--- config.mk ---
export PLATFORM = sky130hd
export DESIGN_NAME = top_for_debug
export DESIGN_NICKNAME = d
export VERILOG_FILES = /design/src/rtl/top_for_debug_pkg.sv /design/src/rtl/top_for_debug_instr_mem.sv /design/src/rtl/top_for_debug.sv
export SDC_FILE = /design/constraint.sdc
export NUM_CORES = 1
export LEC_CHECK = 0
export CAP_MARGIN = 40
export CELL_PAD_IN_SITES_DETAIL_PLACEMENT = 2
export CELL_PAD_IN_SITES_GLOBAL_PLACEMENT = 2
export CORE_MARGIN = 5
export CORE_UTILIZATION = 50
export CTS_CLUSTER_SIZE = 24
export DETAILED_ROUTE_END_ITERATION = 8
export PLACE_DENSITY_LB_ADDON = 0.1
export SYNTH_ARGS = -nofsm -noshare
export SYNTH_HDL_FRONTEND = slang
export SYNTH_SLANG_ARGS = --single-unit
--- constraint.sdc ---
create_clock -name i_clock -period 11.2 [get_ports i_clock]
set_clock_uncertainty 0.1 [all_clocks]
set_input_delay 2.8 -clock i_clock [delete_from_list [all_inputs] [get_ports i_clock]]
set_output_delay 2.8 -clock i_clock [all_outputs]
set_load 0.02 [all_outputs]
--- src/rtl/top_for_debug_pkg.sv ---
// Shared definitions for the debug loader/stepper: one-hot states, command
// bytes, HALT opcode and instruction-memory geometry.
package top_for_debug_pkg;

   typedef enum logic [9:0] {
      S_IDLE      = 10'b00_0000_0001,
      S_LOAD      = 10'b00_0000_0010,
      S_RUN       = 10'b00_0000_0100,
      S_STEP_IDLE = 10'b00_0000_1000,
      S_STEP_EXEC = 10'b00_0001_0000,
      S_TX_LOAD   = 10'b00_0010_0000,
      S_TX_WAIT   = 10'b00_0100_0000,
      S_TX_NEXT   = 10'b00_1000_0000,
      S_DONE      = 10'b01_0000_0000,
      S_CLEAR     = 10'b10_0000_0000
   } state_e;

   // Where CLEAR hands control once the counters are zeroed.
   typedef enum logic [1:0] {
      CN_IDLE,
      CN_RUN,
      CN_STEP
   } clr_next_e;

   localparam logic [7:0] CMD_LOAD      = 8'd1;
   localparam logic [7:0] CMD_RUN       = 8'd2;
   localparam logic [7:0] CMD_STEP      = 8'd3;
   localparam logic [7:0] CMD_STEP_GO   = 8'd4;
   localparam logic [7:0] CMD_STEP_QUIT = 8'd5;

   localparam logic [5:0] HALT_OP = 6'b111111;

   localparam int IM_BYTES   = 256;
   localparam int IM_WORDS   = IM_BYTES / 4;
   localparam int REPORT_LEN = 8;
   localparam int PC_W       = $clog2(IM_WORDS);
   localparam int IDX_W      = $clog2(IM_BYTES);

   // The program stops on an explicit HALT or when it reaches the last word.
   function automatic logic is_halt(input logic [5:0] opcode, input logic [PC_W-1:0] pc);
      return (opcode == HALT_OP) || (pc == PC_W'(IM_WORDS - 1));
   endfunction

endpackage

--- src/rtl/top_for_debug_instr_mem.sv ---
// Instruction memory: byte-wide write port for UART loading, combinational
// big-endian word read port for fetch. Contents survive reset.
module debug_instr_mem
   import top_for_debug_pkg::*;
(
   input  logic             i_clock,
   input  logic             i_we,
   input  logic [IDX_W-1:0] i_waddr,
   input  logic [7:0]       i_wdata,
   input  logic [PC_W-1:0]  i_raddr,
   output logic [31:0]      o_rdata
);

   logic [7:0] mem_q [IM_BYTES];

   always_ff @(posedge i_clock) begin
      if (i_we) mem_q[i_waddr] <= i_wdata;
   end

   assign o_rdata = {mem_q[{i_raddr, 2'd0}], mem_q[{i_raddr, 2'd1}],
                     mem_q[{i_raddr, 2'd2}], mem_q[{i_raddr, 2'd3}]};

endmodule

--- src/rtl/top_for_debug.sv ---
// Debug controller: loads a program over UART, runs or single-steps it, and
// reports PC and cycle count back as eight bytes, LSB first.
module top_for_debug
   import top_for_debug_pkg::*;
#(
   parameter int BYTE    = 8,
   parameter int DWORD   = 32,
   parameter int ADDR    = 5,
   parameter int RB_ADDR = 5
) (
   input  logic            i_clock,
   input  logic            i_reset,
   input  logic            i_clock_reset,
   input  logic            i_rx_done,
   input  logic [BYTE-1:0] i_rx_data,
   input  logic            i_tx_done,
   output logic [BYTE-1:0] o_tx_data,
   output logic            o_tx_start,
   output logic            o_halt,
   output logic [9:0]      o_state
);

   localparam int unused_reserved_w = ADDR + RB_ADDR;

   logic             rst;
   state_e           state_q, state_d;
   clr_next_e        clr_next_q, clr_next_d;
   logic [PC_W-1:0]  pc_q, pc_d;
   logic [DWORD-1:0] cyc_q, cyc_d;
   logic [IDX_W-1:0] idx_q, idx_d;
   logic [2:0]       tx_cnt_q, tx_cnt_d;
   logic             halt_q, halt_d;
   logic             mem_we;
   logic             halt_now;
   logic [DWORD-1:0] fetch_w;
   logic [2*DWORD-1:0] report_w;
   logic             unused_fetch_bits;

   assign rst = i_reset | i_clock_reset;

   debug_instr_mem u_mem (
      .i_clock (i_clock),
      .i_we    (mem_we),
      .i_waddr (idx_q),
      .i_wdata (i_rx_data),
      .i_raddr (pc_q),
      .o_rdata (fetch_w)
   );

   assign halt_now          = is_halt(fetch_w[DWORD-1 -: 6], pc_q);
   assign unused_fetch_bits = ^fetch_w[DWORD-7:0];
   assign report_w          = {cyc_q, {(DWORD-PC_W){1'b0}}, pc_q};

   always_ff @(posedge i_clock or posedge rst) begin
      if (rst) begin
         state_q    <= S_IDLE;
         clr_next_q <= CN_IDLE;
         pc_q       <= '0;
         cyc_q      <= '0;
         idx_q      <= '0;
         tx_cnt_q   <= '0;
         halt_q     <= 1'b0;
      end else begin
         state_q    <= state_d;
         clr_next_q <= clr_next_d;
         pc_q       <= pc_d;
         cyc_q      <= cyc_d;
         idx_q      <= idx_d;
         tx_cnt_q   <= tx_cnt_d;
         halt_q     <= halt_d;
      end
   end

   always_comb begin
      state_d    = state_q;
      clr_next_d = clr_next_q;
      pc_d       = pc_q;
      cyc_d      = cyc_q;
      idx_d      = idx_q;
      tx_cnt_d   = tx_cnt_q;
      halt_d     = halt_q;
      mem_we     = 1'b0;
      o_tx_start = 1'b0;
      unique case (state_q)
         S_IDLE, S_DONE: begin
            if (i_rx_done) begin
               if (i_rx_data == CMD_LOAD) begin
                  state_d = S_LOAD;
               end else if (i_rx_data == CMD_RUN) begin
                  state_d    = S_CLEAR;
                  clr_next_d = CN_RUN;
               end else if (i_rx_data == CMD_STEP) begin
                  state_d    = S_CLEAR;
                  clr_next_d = CN_STEP;
               end
            end
         end
         S_LOAD: begin
            if (i_rx_done) begin
               mem_we = 1'b1;
               idx_d  = idx_q + 1'b1;
               if (idx_q == IDX_W'(IM_BYTES - 1)) begin
                  state_d    = S_CLEAR;
                  clr_next_d = CN_IDLE;
               end
            end
         end
         S_CLEAR: begin
            pc_d     = '0;
            cyc_d    = '0;
            idx_d    = '0;
            tx_cnt_d = '0;
            halt_d   = 1'b0;
            unique case (clr_next_q)
               CN_RUN:  state_d = S_RUN;
               CN_STEP: state_d = S_STEP_IDLE;
               default: state_d = S_IDLE;
            endcase
         end
         S_RUN, S_STEP_EXEC: begin
            // One fetch per cycle; a halting fetch still counts as a cycle.
            cyc_d    = cyc_q + 1'b1;
            tx_cnt_d = '0;
            if (halt_now) halt_d = 1'b1;
            else          pc_d   = pc_q + 1'b1;
            if (halt_now || state_q == S_STEP_EXEC) state_d = S_TX_LOAD;
         end
         S_STEP_IDLE: begin
            if (i_rx_done) begin
               if (i_rx_data == CMD_STEP_GO)        state_d = S_STEP_EXEC;
               else if (i_rx_data == CMD_STEP_QUIT) state_d = S_IDLE;
            end
         end
         S_TX_LOAD: begin
            o_tx_start = 1'b1;
            state_d    = S_TX_WAIT;
         end
         S_TX_WAIT: begin
            if (i_tx_done) state_d = S_TX_NEXT;
         end
         S_TX_NEXT: begin
            if (tx_cnt_q == 3'(REPORT_LEN - 1)) begin
               state_d = halt_q ? S_DONE : S_STEP_IDLE;
            end else begin
               tx_cnt_d = tx_cnt_q + 1'b1;
               state_d  = S_TX_LOAD;
            end
         end
         default: state_d = S_IDLE;
      endcase
   end

   // The byte counter only moves in TX_NEXT, so the data is stable through TX_WAIT.
   always_comb begin
      o_tx_data = '0;
      if (state_q == S_TX_LOAD || state_q == S_TX_WAIT || state_q == S_TX_NEXT)
         o_tx_data = report_w[int'(tx_cnt_q)*BYTE +: BYTE];
   end

   assign o_halt  = halt_q;
   assign o_state = state_q;

endmodule

---- After elaboration in Yosys (flattened, before gate mapping) ----
Memories as Yosys holds them, arrays and structs flattened.
Index checks and enable logic that the tools add are counted.
word-level totals
  bits in registers ....................... 62
  RAM bits ................................ 2,048
  output and inout bits ................... 20
  memories ................................ 1
memory list
  name         depth  width  read ports  clocked after Yosys merged registers in  write ports  RTL line                       source
  u_mem.mem_q  256    8      1           0                                        1            top_for_debug_instr_mem.sv:14  logic [7:0] mem_q [IM_BYTES];
cells by class
  add/sub/neg operators ................... 4
  eq/ne operators ......................... 34
  shift operators ......................... 1
  multiplexer cells ....................... 37
  bitwise operators ....................... 1
  reductions and logical operators ........ 17
operators with widths
  kind                                                   count
  two-way mux 10 bit                                     11
  case mux 10 bit (8 select lines)                       1
  case mux 32 bit (2 select lines)                       1
  variable part select 64 x 7 -> 8 bit                   1
  adder 32 x 1 -> 32 bit (second input constant)         1
  inequality test 2 bit (second input constant)          10
  two-way mux 9 bit                                      2
  equality test 8 x 2 -> 1 bit (second input constant)   2
  equality test 8 x 3 -> 1 bit (second input constant)   2
  two-way mux 8 bit                                      2
  case mux 8 bit (2 select lines)                        1
  equality test 6 bit (second input constant)            2
  two-way mux 2 bit                                      6
  case mux 6 bit (2 select lines)                        1
  equality test 10 x 1 -> 1 bit (second input constant)  1
  equality test 10 bit (second input constant)           1
  equality test 10 x 2 -> 1 bit (second input constant)  1
  equality test 10 x 3 -> 1 bit (second input constant)  1
  equality test 10 x 4 -> 1 bit (second input constant)  1
  equality test 10 x 5 -> 1 bit (second input constant)  1
  equality test 10 x 6 -> 1 bit (second input constant)  1
  equality test 10 x 7 -> 1 bit (second input constant)  1
  equality test 10 x 8 -> 1 bit (second input constant)  1
  equality test 10 x 9 -> 1 bit (second input constant)  1
  25 further kinds                                       41

---- Depth between registers and ports, before layout ----
Gate-level depths: netlist of run 1.
  word-level depth ........................ 6
  depth in mapped cells ................... 11
  mapped depth without buffers ............ 7

---- By module ----
Synthesis of run 1 repeated with hierarchy kept, for this count alone.
second synthesis, totals
  cell total of the unflattened synthesis .. 3,987
  area, all modules ....................... 82,970.8 µm²
modules (own cells, without submodules)
  module           instances  cells an instance  area an instance (µm²)  sequential area each (µm²)
  debug_instr_mem  1          3,591              79,168.4                61,499.0
  top_for_debug    1          396                3,802.4                 1,552.7

---- Least setup slack after synthesis of run 1 ----
No wires, ideal clock.
  kind .................................... register to output
  from .................................... register state_q[8], in the netlist o_state[8]
  to ...................................... output port o_tx_data[4]
  arrival ................................. 2,141 ps
  required time ........................... 8,300 ps
  slack ................................... 6,159 ps
  stages on the path, launching flop included .. 6
  buffers on the path ..................... 0
  path through ............................ dfrtp_1 -> or3_4 -> or4b_1 -> a21oi_1 -> nor2_1 -> a21oi_1
between the ends
  word-level cells in the longest chain between the ends .. 4
  elaborated cells on any way between the ends .. 6
  those cells by class .................... 3 x eq/ne; 1 x mux; 2 x reduce/logical
RTL lines
  element                                                                                RTL line              source
  start, declared                                                                        top_for_debug.sv:26   state_e state_q, state_d;
  start signal, assigned                                                                 top_for_debug.sv:64   state_q <= state_d;
  equality test 10 x 6 -> 1 bit / equality test 10 x 7 -> 1 bit (equally long branches)  top_for_debug.sv:156  if (state_q == S_TX_LOAD || state_q == S_TX_WAIT || state_q == S_TX_NEXT)
  logical OR 1 bit                                                                       top_for_debug.sv:156
  logical OR 1 bit *                                                                     top_for_debug.sv:156
  two-way mux 8 bit *                                                                    top_for_debug.sv:156
  end, declared                                                                          top_for_debug.sv:17   output logic [BYTE-1:0] o_tx_data,
Mark *: on every way between the ends. The rest lies on a longest branch, timed or not.

---- Worst setup path after layout of run 1 ----
  from .................................... register state_q[1], in the netlist o_state[1]
  to ...................................... output port o_tx_data[6]
The elaborated chain is that of the path after synthesis.

==> results_dict.tcl, run 1 <==
set metrics [dict create \
    outcome "finished clean" \
    yosysWarnings 0 \
    cts_max_level 2 \
    cts_resized 0 \
    ios 33 \
    regArea_mm2 0.0131 \
    critPathLaunchType "flop" \
    combPwrFrac 0.031 \
    period_needed_ns 6.41 \
    wl_per_cell_um 36.2 \
    min_period_over_period 0.573 \
    synth_fp_nets 1135 \
    rsz0062_at_grt "false" \
    synth_ff_type "edfxtp_1" \
    synth_edf_count 384 \
    die_w_um 195 \
    yosysSeqAreaShare 0.764 \
    holdBufCountCts 0 \
    required_ns 8.30 \
    drc_errors 0 \
    antenna_found_initial 1 \
    hpwl_um 32900 \
    crit_chain "or4_1 -> nor4b_2 -> o21ai_0 -> nor2b_1 -> clkdlybuf4s50_1" \
    p_leak_nw 6.38 \
    p_per_area_mw_per_mm2 177 \
    setup_violations 0 \
    area_growth_pct 13.8 \
    post_cts_buffers 0 \
    fin_setup_tns_ns 0 \
    p_sw_uw 774 \
    grt.met1_usage 0.389 \
    drt_pass1_iterations 5 \
    num-fill-cells 2898 \
    clock-sinks 446 \
    antenna_left 0 \
    crit_slowest_cell "or4_1" \
    cts_made_buffers 45 \
    fp.dieArea_mm2 0.0380 \
    die_h_um 195 \
    core_mm2 0.0337 \
    p_seq_frac 0.526 \
    dr.first_iter.drc_count 1128 \
    multi_input_area_mm2 0.00383 \
    crit_type "reg2out" \
    num_antenna_cells 0 \
    track_usage 0.316 \
    wl_um 60200 \
    grtUsageMet3 0.0600 \
    post-route-util 0.578 \
    start_util 0.508 \
    fp-row-count 67 \
    vias_per_cell 6.60 \
    cp_max_fo 8 \
    grt_pass1_wl_um 88100 \
    fmax_mhz 156 \
    grt_use_met2 0.540 \
    placement.io_buffers 32 \
    nets 1201 \
    endpoint_kind "primary output" \
    clkPwrFrac 0.443 \
    clockBufferDepth 3 \
    relSlewSlack 0.384 \
    ys_ff_latch 446 \
    switching_share 0.224 \
    grt_max_degree 66 \
    hold_path.class "reg2reg" \
    hold_viol 0 \
    vias 11000 \
    clk_latency_ns 0.57 \
    ir_drop_uv 142 \
    gp_congestion 0.748 \
    total_power_mw 3.45 \
    drive_above_1_share 0.105 \
    cap_violations 0 \
    syn_avg_cell_area_um2 15.4 \
    p_int_mw 2.68 \
    syn-instance-count 1114 \
    critical-path-max-stage-delay_ns 0.68 \
    syn_area_mm2 0.0171 \
    synthDistinctLibCells 76 \
    tightest_slew_ns 0.925 \
    cts_tree "done" \
    grt_pass1_vias 12200 \
    rrSetupSlack_ns 7.26 \
    path_clk_slew_ns 0.06 \
    top_usage_layer "met2" \
    cts-root-buf "clkbuf_16" \
    finalMaxSlewViolations 0 \
    async_reset_ff_frac 0.139 \
    arrival_ns 3.51 \
    grt_overflow_total 0 \
]
## stage by stage
step	cell area, µm²	hold slack, ns	instances	setup slack (ns)
final	19500	0.398	1662	4.79
after global routing	19500	0.422	1662	4.67
after CTS	19500	0.398	1661	4.82
after detailed placement	18100	0.392	1580	5.24
after global placement	17900	0.372	1574	5.48
after floorplan	17100	0.340	1114	4.73
## per-layer routing
layer | share of wire | wire (µm)
met3 | 0.064 | 3830
met2 | 0.51 | 30700
met5 | 0.00020 | 12
met1 | 0.37 | 22400
met4 | 0.054 | 3260
## state kept, by name, summed over array words and instances, names as in the netlist
| signal | count |
|---|---|
| o_halt | 1 |
| cyc_q | 32 |
| pc_q | 6 |
| clr_next_q | 2 |
| o_state | 10 |
| tx_cnt_q | 3 |
| idx_q | 8 |
| u_mem.mem_q | 384 |
## critical path: cells and delay by family, from the launching register on
kind,cells,cell delay (ns)
DFF,1,0.52
AOI/OAI and AO/OA,1,0.38
and+or+nand+nor,3,1.42
buffers and inverters,1,0.62
## final cells by class
| cell class | count | share of cell area |
|---|---|---|
| sequential | 446 | 0.672 |
| multi-input combinational | 625 | 0.197 |
| clock buffer | 53 | 0.0599 |
| tap | 448 | 0.0288 |
| timing repair buffer | 53 | 0.0286 |
| clock inverter | 28 | 0.0123 |
| inverter | 9 | 0.00173 |
## path summary, 6_finish.rpt
check	cells after the start	endpoint	startpoint
max	5	o_tx_data[6]	o_state[1]
min	1	cyc_q[31]	cyc_q[31]
max reg2reg	8	u_mem.mem_q[200][5]	o_state[8]
min reg2reg	1	cyc_q[31]	cyc_q[31]
max in group asynchronous	4	o_state[0]	i_clock_reset
min in group asynchronous	3	cyc_q[16]	i_reset
## Yosys cell counts, types with 3 or more instances
cell type,count,area [µm²]
edfxtp_1,384,11500
nor2_1,117,439
nand2_1,113,424
nand4_1,69,432
dfrtp_1,61,1530
nand3_1,56,280
nor3_1,28,140
o21ai_0,20,100
clkbuf_1,18,67.6
mux2i_1,16,160
o21ai_1,14,70.1
a21oi_1,13,65.1
mux4_2,13,293
nor2b_1,12,75.1
nor4_1,12,75.1
buf_2,10,50.1
o31ai_1,9,67.6
ha_1,8,100
o22ai_1,8,50.1
or3_1,8,50.1
inv_1,7,26.3
and4_1,6,52.6
nand4b_1,6,52.6
nand2b_1,5,31.3
nand3b_1,5,37.5
xnor2_1,5,43.8
xor2_1,5,43.8
and2_1,4,25.0
buf_4,4,30.0
nor3b_1,4,30.0
o211ai_1,4,30.0
and3_1,3,18.8
nor4_4,3,63.8
o221ai_1,3,26.3
o311ai_0,3,26.3
or4_1,3,22.5
## power by group through the flow
| stage | logic, mW | clock network [mW] | registers (mW) |
|---|---|---|---|
| 2_1_floorplan | 0.0446 | 0 | 1.85 |
| 3_3_place_gp | 0.0969 | 0 | 1.85 |
| 3_5_place_dp | 0.104 | 0 | 1.85 |
| 4_1_cts | 0.107 | 1.54 | 1.82 |
| 5_1_grt | 0.113 | 1.62 | 1.81 |
| 6_report | 0.107 | 1.53 | 1.82 |
## cell usage in the layout, fill, tap and decap left out, types with 16 or more instances in the layout
cell and n:
mux2i_1 16, clkdlybuf4s50_1 26, nor2_1 116, nand3_1 56
o21ai_0 20, clkbuf_16 45, dfrtp_1 60, edfxtp_1 384
nand4_1 69, nand2_1 113, nor3_1 28
## cell families after synthesis
family                     count (synthesis)  share of synthesized area
adders and majority gates                  8                    0.00585
AOI/OAI and AO/OA                         99                     0.0383
buffers and inverters                     43                     0.0119
xor gates and xnor gates                  10                    0.00512
muxes                                     32                     0.0284
and+or+nand+nor                          476                      0.146
DFF                                      446                      0.764
No activity file was read; power rests on OpenSTA's default activity.
==> run 2, diff against run 1 <==
CORE_UTILIZATION = 46   (was 50)
clock period = 6.3 ns   (was 11.2 ns; I/O delays follow)
==> run 2 against run 1 <==
Net effect:
- sequential share of layout area increased by 0.13 points
- global-route usage decreased by 7.6 points
- first-iteration DRC count decreased by 37%
- register-to-register slack got worse by 4.6 ns
- critical path depth increased by 1
- die area increased by 8.2%
- final area decreased by 0.19%
- via count decreased by 7.4%
- combinational power increased by 64%
- non-clock buffer count decreased by 3
==> results_dict.tcl, run 2 (same netlist as run 1, synthesis figures left out) <==
set metrics [dict create \
    cts_tree "done" \
    clk_latency_ns 0.58 \
    grt_pass1_wl_um 73900 \
    path_common_cell "a21oi_1" \
    crit_type "reg2out" \
    cts_resized 0 \
    critPathLaunchType "flop" \
    drive_above_1_share 0.103 \
    ir_drop_uv 275 \
    critical-path-max-stage-delay_ns 0.62 \
    ios 33 \
    fp-row-count 70 \
    antenna_left 0 \
    gp_congestion 0.738 \
    path_clk_slew_ns 0.06 \
    die_h_um 203 \
    p_per_area_mw_per_mm2 310 \
    grt_max_degree 67 \
    setup_violations 0 \
    drt_pass1_iterations 5 \
    vias 10200 \
    cp_max_fo 8 \
    period_needed_ns 4.88 \
    placement.io_buffers 32 \
    dr.first_iter.drc_count 709 \
    relSlewSlack 0.388 \
    min_period_over_period 0.775 \
    hold_path.class "reg2reg" \
    antenna_found_initial 0 \
    post-route-util 0.530 \
    fp.dieArea_mm2 0.0412 \
    grt_overflow_total 0 \
    track_usage 0.239 \
    final_common_cell "edfxtp_1" \
    p_leak_nw 6.35 \
    start_util 0.466 \
    holdBufCountCts 0 \
    grt_pass1_vias 11500 \
    clockBufferDepth 3 \
    outcome "finished clean" \
    cts_made_buffers 46 \
    top_register "u_mem.mem_q" \
    wl_um 48500 \
    nets 1199 \
    layout.cells.non_filler 1682 \
    cts-root-buf "clkbuf_16" \
    largest_reg_flops 384 \
    clock-sinks 446 \
    rsz0062_at_grt "false" \
    cap_violations 0 \
    hpwl_um 30300 \
    fmax_mhz 205 \
    wl_per_cell_um 28.8 \
    crit_slowest_cell "clkdlybuf4s50_1" \
    cts_max_level 2 \
    fin_setup_tns_ns 0 \
    final_cell_mix "edfxtp_1 (384), nor2_1 (116), nand2_1 (113)" \
    design_area_mm2 0.0194 \
    drc_errors 0 \
    vias_per_cell 6.04 \
    tightest_slew_ns 0.916 \
    dp_cells 1598 \
    crit_chain "or3_4 -> or4b_1 -> a21oi_1 -> nor2_1 -> a21oi_1 -> clkdlybuf4s50_1" \
    num-fill-cells 3338 \
    post_cts_buffers 0 \
    finalMaxSlewViolations 0 \
    arrival_ns 3.21 \
    required_ns 4.62 \
    die_w_um 203 \
    dpl-instance-area_mm2 0.0180 \
    core_mm2 0.0367 \
    endpoint_kind "primary output" \
    hold_viol 0 \
    area_growth_pct 13.6 \
]
==> run 2: cell types whose count changed in the layout (fill, tap and decap cells not counted), moves of 2 or more <==
cell	delta
clkinvlp_4	-2
clkinv_2	+3
buf_16	-4
inv_6	-2
clkbuf_16	+2
clkinv_1	+2
clkinv_8	+2
buf_4	+2
==> run 2: area by class of cell <==
type                            instances  area (µm²)  share of cell area
Antenna cell                            1        2.50            0.000129
Timing Repair Buffer                   50         468              0.0241
Sequential cell                       446       13100               0.673
Inverter                                9        33.8             0.00174
Multi-Input combinational cell        625        3830               0.197
Tap cell                              468         586              0.0301
Clock inverter                         30         233              0.0120
Clock buffer                           53        1200              0.0617
==> run 2: through the flow <==
step	hold slack [ns]	total power [mW]	worst slack, ns
4_1_cts	0.405	6.09	1.33
6_report	0.397	6.02	1.42
2_1_floorplan	0.340	3.37	1.06
3_5_place_dp	0.398	3.47	1.94
5_1_grt	0.410	6.25	1.21
3_3_place_gp	0.387	3.46	1.74
==> run 2: power breakdown <==
part	total, mW	internal [mW]	switching (mW)
sequential	3.23	3.22	0.00766
clock	2.62	1.49	1.14
combinational	0.175	0.0551	0.120
==> run 2: worst paths after layout <==
| check | end | cells past startpoint | slack [ns] | from |
|---|---|---|---|---|
| max in group asynchronous | pc_q[0] | 4 | 3.88 | i_clock_reset |
| min | cyc_q[31] | 1 | 0.40 | cyc_q[31] |
| max reg2reg | o_state[5] | 9 | 2.65 | pc_q[0] |
| max | o_tx_data[4] | 6 | 1.42 | o_state[9] |
| min in group asynchronous | cyc_q[30] | 2 | 1.20 | i_reset |
| min reg2reg | cyc_q[31] | 1 | 0.40 | cyc_q[31] |
==> run 2: critical path, delay by kind of cell (launching register included) <==
| kind | cells | cell delay [ns] |
|---|---|---|
| simple gates | 3 | 1.15 |
| buf+inv | 1 | 0.62 |
| flops | 1 | 0.48 |
| compound gates | 2 | 0.40 |
==> run 2: per-layer routing <==
metal | GRT usage | share of wire | vias up
met5 | 0 | 0 | -
met4 | 0.0655 | 0.025 | 0
met3 | 0.0315 | 0.038 | 76
met2 | 0.432 | 0.53 | 231
met1 | 0.305 | 0.41 | 5395
li1 | - | - | 4460
